**src/rtl/led_pattern_bank.sv**
```systemverilog
// Bank of NCH independent LED pattern generators (off/on/toggle/PWM/pulse).
// Each channel has its own period, duty and mode, plus a global phase-sync strobe.
module led_pattern_bank #(
    parameter int NCH        = 8,
    parameter int CW         = 27,
    parameter int DEF_PERIOD = 50000000,
    localparam int CHW       = (NCH > 1) ? $clog2(NCH) : 1
) (
    input  logic             sys_clk,
    input  logic             sys_rst,
    input  logic             cfg_write,
    input  logic [CHW-1:0]   cfg_chan,
    input  logic [2:0]       cfg_mode,
    input  logic [CW-1:0]    cfg_period,
    input  logic [CW-1:0]    cfg_duty,
    input  logic             sync,
    output logic [NCH-1:0]   led,
    output logic [NCH-1:0]   wrap
);

    localparam logic [2:0] M_OFF    = 3'd0;
    localparam logic [2:0] M_ON     = 3'd1;
    localparam logic [2:0] M_TOGGLE = 3'd2;
    localparam logic [2:0] M_PWM    = 3'd3;
    localparam logic [2:0] M_PULSE  = 3'd4;

    localparam logic [CW-1:0]  ZERO     = {CW{1'b0}};
    localparam logic [CW-1:0]  ONE      = {{(CW-1){1'b0}}, 1'b1};
    localparam logic [CW-1:0]  DEF_PER  = CW'(DEF_PERIOD);
    localparam logic [CW-1:0]  DEF_DUTY = CW'(DEF_PERIOD / 2);
    localparam logic [CHW:0]   NCH_L    = (CHW + 1)'(NCH);

    // LED level on the first cycle after a restart (config write or sync).
    function automatic logic restart_led(input logic [2:0] m, input logic [CW-1:0] d);
        return (m == M_ON) || ((m == M_PWM) && (d != ZERO));
    endfunction

    logic wr_ok_s;
    assign wr_ok_s = cfg_write && ({1'b0, cfg_chan} < NCH_L);

    logic [NCH-1:0] led_q;
    logic [NCH-1:0] wrap_q;
    assign led  = led_q;
    assign wrap = wrap_q;

    for (genvar i = 0; i < NCH; i++) begin : g_ch
        logic [2:0]    mode_q, mode_d;
        logic [CW-1:0] per_q, per_d;
        logic [CW-1:0] duty_q, duty_d;
        logic [CW-1:0] cnt_q, cnt_d;
        logic          led_d, wrap_d;
        logic [CW-1:0] pe_s;
        logic          term_s;
        logic          counting_s;
        logic [CW-1:0] cnt_run_s;
        logic          led_run_s;
        logic          hit_s;

        assign hit_s      = wr_ok_s && (cfg_chan == CHW'(i));
        assign pe_s       = (per_q == ZERO) ? ONE : per_q;
        assign term_s     = (cnt_q == (pe_s - ONE));
        assign counting_s = (mode_q == M_TOGGLE) || (mode_q == M_PWM) || (mode_q == M_PULSE);

        // Free-running pattern step for the current mode.
        always_comb begin
            cnt_run_s = ZERO;
            led_run_s = 1'b0;
            if (counting_s) begin
                cnt_run_s = term_s ? ZERO : (cnt_q + ONE);
            end else begin
                cnt_run_s = ZERO;
            end
            case (mode_q)
                M_OFF:    led_run_s = 1'b0;
                M_ON:     led_run_s = 1'b1;
                M_TOGGLE: led_run_s = led_q[i] ^ term_s;
                M_PWM:    led_run_s = (cnt_run_s < duty_q);
                M_PULSE:  led_run_s = term_s;
                default:  led_run_s = 1'b0;
            endcase
        end

        // Next state: a write to this channel wins over sync, sync over running.
        always_comb begin
            mode_d = mode_q;
            per_d  = per_q;
            duty_d = duty_q;
            cnt_d  = cnt_run_s;
            led_d  = led_run_s;
            wrap_d = counting_s && term_s;
            if (hit_s) begin
                mode_d = cfg_mode;
                per_d  = cfg_period;
                duty_d = cfg_duty;
                cnt_d  = ZERO;
                wrap_d = 1'b0;
                led_d  = restart_led(cfg_mode, cfg_duty);
            end else if (sync) begin
                cnt_d  = ZERO;
                wrap_d = 1'b0;
                led_d  = restart_led(mode_q, duty_q);
            end else begin
                cnt_d  = cnt_run_s;
            end
        end

        // Channel state register with asynchronous reset to the default toggle.
        always_ff @(posedge sys_clk or posedge sys_rst) begin
            if (sys_rst) begin
                mode_q    <= M_TOGGLE;
                per_q     <= DEF_PER;
                duty_q    <= DEF_DUTY;
                cnt_q     <= ZERO;
                led_q[i]  <= 1'b0;
                wrap_q[i] <= 1'b0;
            end else begin
                mode_q    <= mode_d;
                per_q     <= per_d;
                duty_q    <= duty_d;
                cnt_q     <= cnt_d;
                led_q[i]  <= led_d;
                wrap_q[i] <= wrap_d;
            end
        end
    end

endmodule

```
**config.mk**
```make
export PLATFORM = sky130hd
export DESIGN_NAME = led_pattern_bank
export DESIGN_NICKNAME = d
export VERILOG_FILES = /design/src/rtl/led_pattern_bank.sv
export SDC_FILE = /design/constraint.sdc
export NUM_CORES = 2
export LEC_CHECK = 0
export ABC_AREA = 1
export BUFFER_PORTS_ARGS = -buffer_cell sky130_fd_sc_hd__buf_2
export CAP_MARGIN = 20
export CORE_MARGIN = 2
export CORE_UTILIZATION = 45
export DETAILED_ROUTE_END_ITERATION = 10
export PLACE_DENSITY = 0.62
export SYNTH_ARGS = -nofsm -noshare
export SYNTH_HDL_FRONTEND = slang
export SYNTH_SLANG_ARGS = --single-unit
export TNS_END_PERCENT = 10
```
**constraint.sdc**
```tcl
create_clock -name sys_clk -period 26.9 [get_ports sys_clk]
set_input_delay 1.345 -clock sys_clk [delete_from_list [all_inputs] [get_ports sys_clk]]
set_output_delay 1.345 -clock sys_clk [all_outputs]
set_load 0.05 [all_outputs]
```
**After elaboration in Yosys (flattened, before gate mapping)**

Index checks and enable logic that the tools add are counted.

- RAM bits: 0
- Memories kept: 0
- Input bits: 64
- Bits in read-only memories: 0
- Latch bits: 0
- Bits in registers: 688

- Bitwise logic cells: 8
- Div/mod/pow operators: 0
- Reductions and logical operators: 68
- Multiplexer cells: 80
- Multipliers: 0
- Shift-type cells: 0
- $lt $le $gt $ge: 8
- Eq/ne operators: 49
- Add/subtract/negate cells: 16

Operators by type and width:

| operator | number |
|---|---|
| 27-bit 2-to-1 mux | 40 |
| 27-bit nonzero test | 9 |
| 27-bit by 1-bit adder with 27-bit output, second input constant | 8 |
| 27-bit equality test | 8 |
| 27-bit logical NOT | 8 |
| 27-bit less-than comparator | 8 |
| 27-bit by 1-bit subtractor with 27-bit output, second input constant | 8 |
| 3-bit by 2-bit equality test with 1-bit output, second input constant | 19 |
| 3-bit equality test, second input constant | 12 |
| 1-bit 2-to-1 mux | 32 |
| 1-bit one-hot mux with 4 select lines | 8 |
| 3-bit by 1-bit equality test with 1-bit output, second input constant | 10 |
| 1-bit logical AND | 25 |
| 1-bit logical OR | 25 |
| 1-bit XOR | 8 |
| 3-bit logical NOT | 1 |

**Longest topological paths before layout**

- Depth in word-level cells: 10
- Gate-level depth with buffers: 35
- Gate-level depth less buffers: 34

**Worst setup path before layout**

No wires, ideal clock.

- Kind: register to register
- From: register g_ch[7].per_q[7]
- To: register led_q[7] (netlist: led[7])
- Path buffers: 2
- Arrival: 4.124 ns
- Setup slack: 22.651 ns
- Stages on the path, launching flop included: 31
- Path through: dfstp_2 -> nor2_1 -> nand2_1 -> nor2_1 -> nand2_1 -> nor2_2 -> nor2_2 -> buf_6 -> ha_1 -> nand2_1 -> nor2_4 -> nand4_1 -> nor2_1 -> nand2_1 -> xor2_1 -> nor3b_1 -> nand4_1 -> nor3_2 -> nor2_2 -> inv_2 -> buf_2 -> nor2_1 -> ha_1 -> nand4_1 -> or3_1 -> nor4_1 -> nand2_1 -> nand2_1 -> nand2_1 -> nand2_1 -> a21oi_1

- Longest elaborated chain between the ends: 10
- Elaborated cells between the ends (all ways): 11

Ends and longest elaborated chain:

| item | line | source |
|---|---|---|
| start, declared | 48 | `logic [CW-1:0] per_q, per_d;` |
| start signal, assigned | 118 | `per_q <= per_d;` |
| 27-bit logical NOT | 60 | `assign pe_s = (per_q == ZERO) ? ONE : per_q;` |
| 27-bit 2-to-1 mux * | 60 |  |
| 27-bit by 1-bit subtractor with 27-bit output * | 61 | `assign term_s = (cnt_q == (pe_s - ONE));` |
| 27-bit equality test * | 61 |  |
| 27-bit 2-to-1 mux | 69 | `cnt_run_s = term_s ? ZERO : (cnt_q + ONE);` |
| 27-bit 2-to-1 mux | 68 | `if (counting_s) begin` |
| 27-bit less-than comparator | 77 | `M_PWM: led_run_s = (cnt_run_s < duty_q);` |
| 1-bit one-hot mux with 4 select lines * | 73 | `case (mode_q)` |
| 1-bit 2-to-1 mux * | 98 | `end else if (sync) begin` |
| 1-bit 2-to-1 mux * | 91 | `if (hit_s) begin` |
| named net g_ch[7].led_d | 51 | `logic led_d, wrap_d;` |
| end signal, assigned by index | 121 | `led_q[i] <= led_d;` |
| end, declared | 41 | `logic [NCH-1:0] led_q;` |

Mark *: on every way through the listed nets, which the timed path passes. The rest lies on a longest branch.
A chain may end at the register's enable or synchronous reset.

**Worst setup path after layout**

- From: register g_ch[5].per_q[21]
- To: register led_q[5] (netlist: led[5])

- Longest elaborated chain between the ends: 10
- Elaborated cells between the ends (all ways): 11

Ends and longest elaborated chain:

| item | line |
|---|---|
| start, declared | 48 |
| start signal, assigned | 118 |
| 27-bit logical NOT | 60 |
| 27-bit 2-to-1 mux * | 60 |
| 27-bit by 1-bit subtractor with 27-bit output * | 61 |
| 27-bit equality test * | 61 |
| 27-bit 2-to-1 mux | 69 |
| 27-bit 2-to-1 mux | 68 |
| 27-bit less-than comparator | 77 |
| 1-bit one-hot mux with 4 select lines * | 73 |
| 1-bit 2-to-1 mux * | 98 |
| 1-bit 2-to-1 mux * | 91 |
| named net g_ch[5].led_d | 51 |

Marked as above.

==> results.toml <==
[sta]
final.min_clock_period_ns = 5.65
timing.final.max_slew_violations = 0
timing.clock.skew_ns = 0.0302
post-route-period-util_pct = 21.0
worstMarginPinSlew_ns = 1.05
worst_slew_margin_rel_pct = 29.7
hold_viol = 0
grt_setup_unrepaired = "false"
timing.setup.tns_ns = 0
timing.final.setup_violations = 0
setup_slack_after_layout_ns = 21.25
fmax_mhz = 177

[floorplanning]
die_h_um = 332
initial_core_util_pct = 45.3
die_width_um = 332
fp.dieArea_um2 = 110000
placement_rows = 120
core-area_um2 = 107000
num_io_pins = 80

[placed_design]
gp_congestion = 0.962
dp_cells = 8200
buffer_ports.inserted = 79
placedInstanceArea_um2 = 49900
dp_hpwl_um = 127000
dpl_worst_slack_ns = 21.38

[route]
drt_drc_violations_left = 0
total_via_count_after_detailed_routing = 45700
wire_per_inst_um = 21.0
detail_route.vias_per_cell = 5.46
postRouteWirelength_um = 176000
ant_nets = 0
detail_route.iter0.violations = 4566
drt_pre_antenna_iters = 7

[setup_path]
r2r_end = "led[5]$_DFF_PP0_"
worst_r2r_path_depth = 32
cp.required_ns = 27.50
max_stage_delay_ns = 0.82
timing.critical_path.slowest_stage_cell = "sky130_fd_sc_hd__a2111oi_0"
path_class = "flop to flop"
critical_path.most_common_cell = "sky130_fd_sc_hd__nand2_1"
reg2reg_slack_ns = 21.25
endpoint_kind = "flop"
worstReg2RegStart = "g_ch[5].per_q[21]$_DFFE_PP1P_"
cp.arrival_ns = 6.24
path_max_fanout = 18
buffers_inverters_on_critical_path = 2
worst_setup_path_start_kind = "flop"
cell_family_with_most_cp_delay = "simple AND/OR/NAND/NOR gates"

[logic_synthesis]
syn-mean-instance-area_um2 = 7.01
ys_ff_latch = 688
post_synth_most_frequent_cells = "1,619 x sky130_fd_sc_hd__nand2_1, 1,030 x sky130_fd_sc_hd__inv_1, 847 x sky130_fd_sc_hd__nor2_1, 511 x sky130_fd_sc_hd__o21ai_0, 488 x sky130_fd_sc_hd__dfrtp_1"
yosysWarnings = 0
synth_most_common_cell = "sky130_fd_sc_hd__nand2_1"
synth.top_cells.by_area = "sky130_fd_sc_hd__dfrtp_1 25%, sky130_fd_sc_hd__nand2_1 13%, sky130_fd_sc_hd__dfstp_2 11%, sky130_fd_sc_hd__inv_1 8.0%, sky130_fd_sc_hd__nor2_1 6.6%"
synth.top_cell.area_share_pct = 25.3
mappedNetlistNets = 7179
synthFlopType = "sky130_fd_sc_hd__dfrtp_1"
synth_enable_flop_cells = 0
yosys.area.top_type = "sky130_fd_sc_hd__dfrtp_1"
async_reset_ff_share_pct = 100
seq_area_frac_synth_pct = 36.2
postSynthCellCount = 6891
synth.cell_area_um2 = 48300
synth.distinct_cells = 70

[power_and_ir_drop]
peakVddDrop_mv = 0.0531
power_per_unit_of_standard_cell_area_nw_per_um2 = 67.8
p_leak_nw = 25.0

[layout]
final_layout_size_suffix_gt1_share_pct = 9.28
instances_no_fill = 8365
finalNetCount = 7170
postLayoutCellArea_um2 = 52900
flow.area_growth_from_synthesis_pct = 9.49
utilization_pct = 49.5

[global_route]
grt.total_usage_pct = 31.6
globalRoute.totalOverflow = 0
grt_pass1_wl_um = 265000
grt_max_degree = 165
grt_antenna_before_repair = 19
grt_pass1_vias = 43500

[hold_path]
hp-class = "flop to flop"
min_delay_worst_endpoint = "g_ch[0].per_q[13]$_DFFE_PP1P_"
min_delay_path_depth = 2
hold_path_startpoint = "g_ch[0].per_q[13]$_DFFE_PP1P_"

[clock_tree]
cts.repair_timing.setup_buffer_count = 0
cts_hold_repair.buffers = 0
cts.root.buffer_cell = "sky130_fd_sc_hd__clkbuf_16"
clockBufferDepth = 3
tritoncts = "done"
clock_sinks = 688
cts_max_level = 3
ctsResizeCount = 0
worstSkewPairLatency_ns = 0.68
tritoncts.num_buffers = 83
clkTransAtPathRegs_ns = 0.07

[run]
max_cap_viols = 0

[run_status]
outcome = "finished, final reports clean"
-- routing by layer --
| layer | vias to the layer above | track usage [%] | part of all wire (%) |
|---|---|---|---|
| met5 | - | 0 | 0 |
| met4 | 0 | 10.5 | 3.7 |
| met3 | 303 | 4.92 | 8.1 |
| met2 | 1639 | 49.0 | 44 |
| met1 | 21600 | 44.9 | 45 |
| li1 | 22100 | - | - |
-- flip-flops by register name, indices dropped and copies added (netlist names) --
signal       flops
led              8
g_ch.cnt_q     216
g_ch.mode_q     24
wrap             8
g_ch.per_q     216
g_ch.duty_q    216
-- report_power, final --
group / switching, mW / leakage, nW / internal, mW
logic: 0.711 / 15.1 / 0.297
registers: 0.128 / 8.45 / 1.23
clock network: 0.493 / 1.44 / 0.727
-- through the flow --
step	power, mW	hold slack (ns)
after floorplan	2.06	0.465
after global placement	2.36	0.477
after detailed placement	2.36	0.476
after CTS	3.59	0.485
after global routing	3.78	0.508
final	3.58	0.484
-- how the worst max path moves through the flow --
stage               slack [ns]                     startpoint                          to  cells past startpoint
finish                   21.25  g_ch[5].per_q[21]$_DFFE_PP1P_            led[5]$_DFF_PP0_                     32
global placement         21.40  g_ch[3].per_q[17]$_DFFE_PP1P_            led[3]$_DFF_PP0_                     31
detailed placement       21.38  g_ch[5].per_q[21]$_DFFE_PP1P_            led[5]$_DFF_PP0_                     32
CTS                      21.32  g_ch[5].per_q[21]$_DFFE_PP1P_            led[5]$_DFF_PP0_                     32
global route             20.75  g_ch[5].per_q[25]$_DFFE_PP1P_            led[5]$_DFF_PP0_                     32
floorplan                 6.60                        sys_rst  g_ch[0].cnt_q[0]$_DFF_PP0_                      1
-- cell families (layout without fill, tap and decap cells) --
group,Yosys count,count (layout),synth area share [%]
multiplexers,2,2,0.0466
AND/OR/NAND/NOR,3582,3582,32.7
other,0,9,0
flip-flops,688,688,36.2
adder cells (fa/ha/maj),224,224,5.80
AO/OA/AOI/OAI,767,767,8.68
buffers and inverters,1268,1330,10.1
XOR/XNOR,360,360,6.56
-- placed cells by master (no fill, tap or decap), drive strengths merged, types with 12 or more instances in the layout --
master and n:
nand4 209, o21ai 519, o21bai 12, nor3 244, nand2 1639, or2 20, clkinv 31, a211oi 17
clkbuf 110, nand3b 23, nor4 110, dfstp 200, inv 1061, xor2 260, xnor2 100, nor2 908
ha 224, nand3 404, buf 111, a31oi 14, dfrtp 488, a21oi 131
-- worst min-delay path: cells and delay by family (launching register included) --
kind | cells | cell delay [ns]
and+or+nand+nor | 2 | 0.10
DFF | 1 | 0.38
-- final cells by class --
type	count	area [µm²]
Fill cell	10800	53900
Timing Repair Buffer	111	661
Multi-Input combinational cell	4935	26000
Clock buffer	110	2350
Tap cell	1403	1760
Inverter	1063	4000
Antenna cell	9	22.5
Sequential cell	688	17500
Clock inverter	46	592
Power figures use the tool's default switching activity.
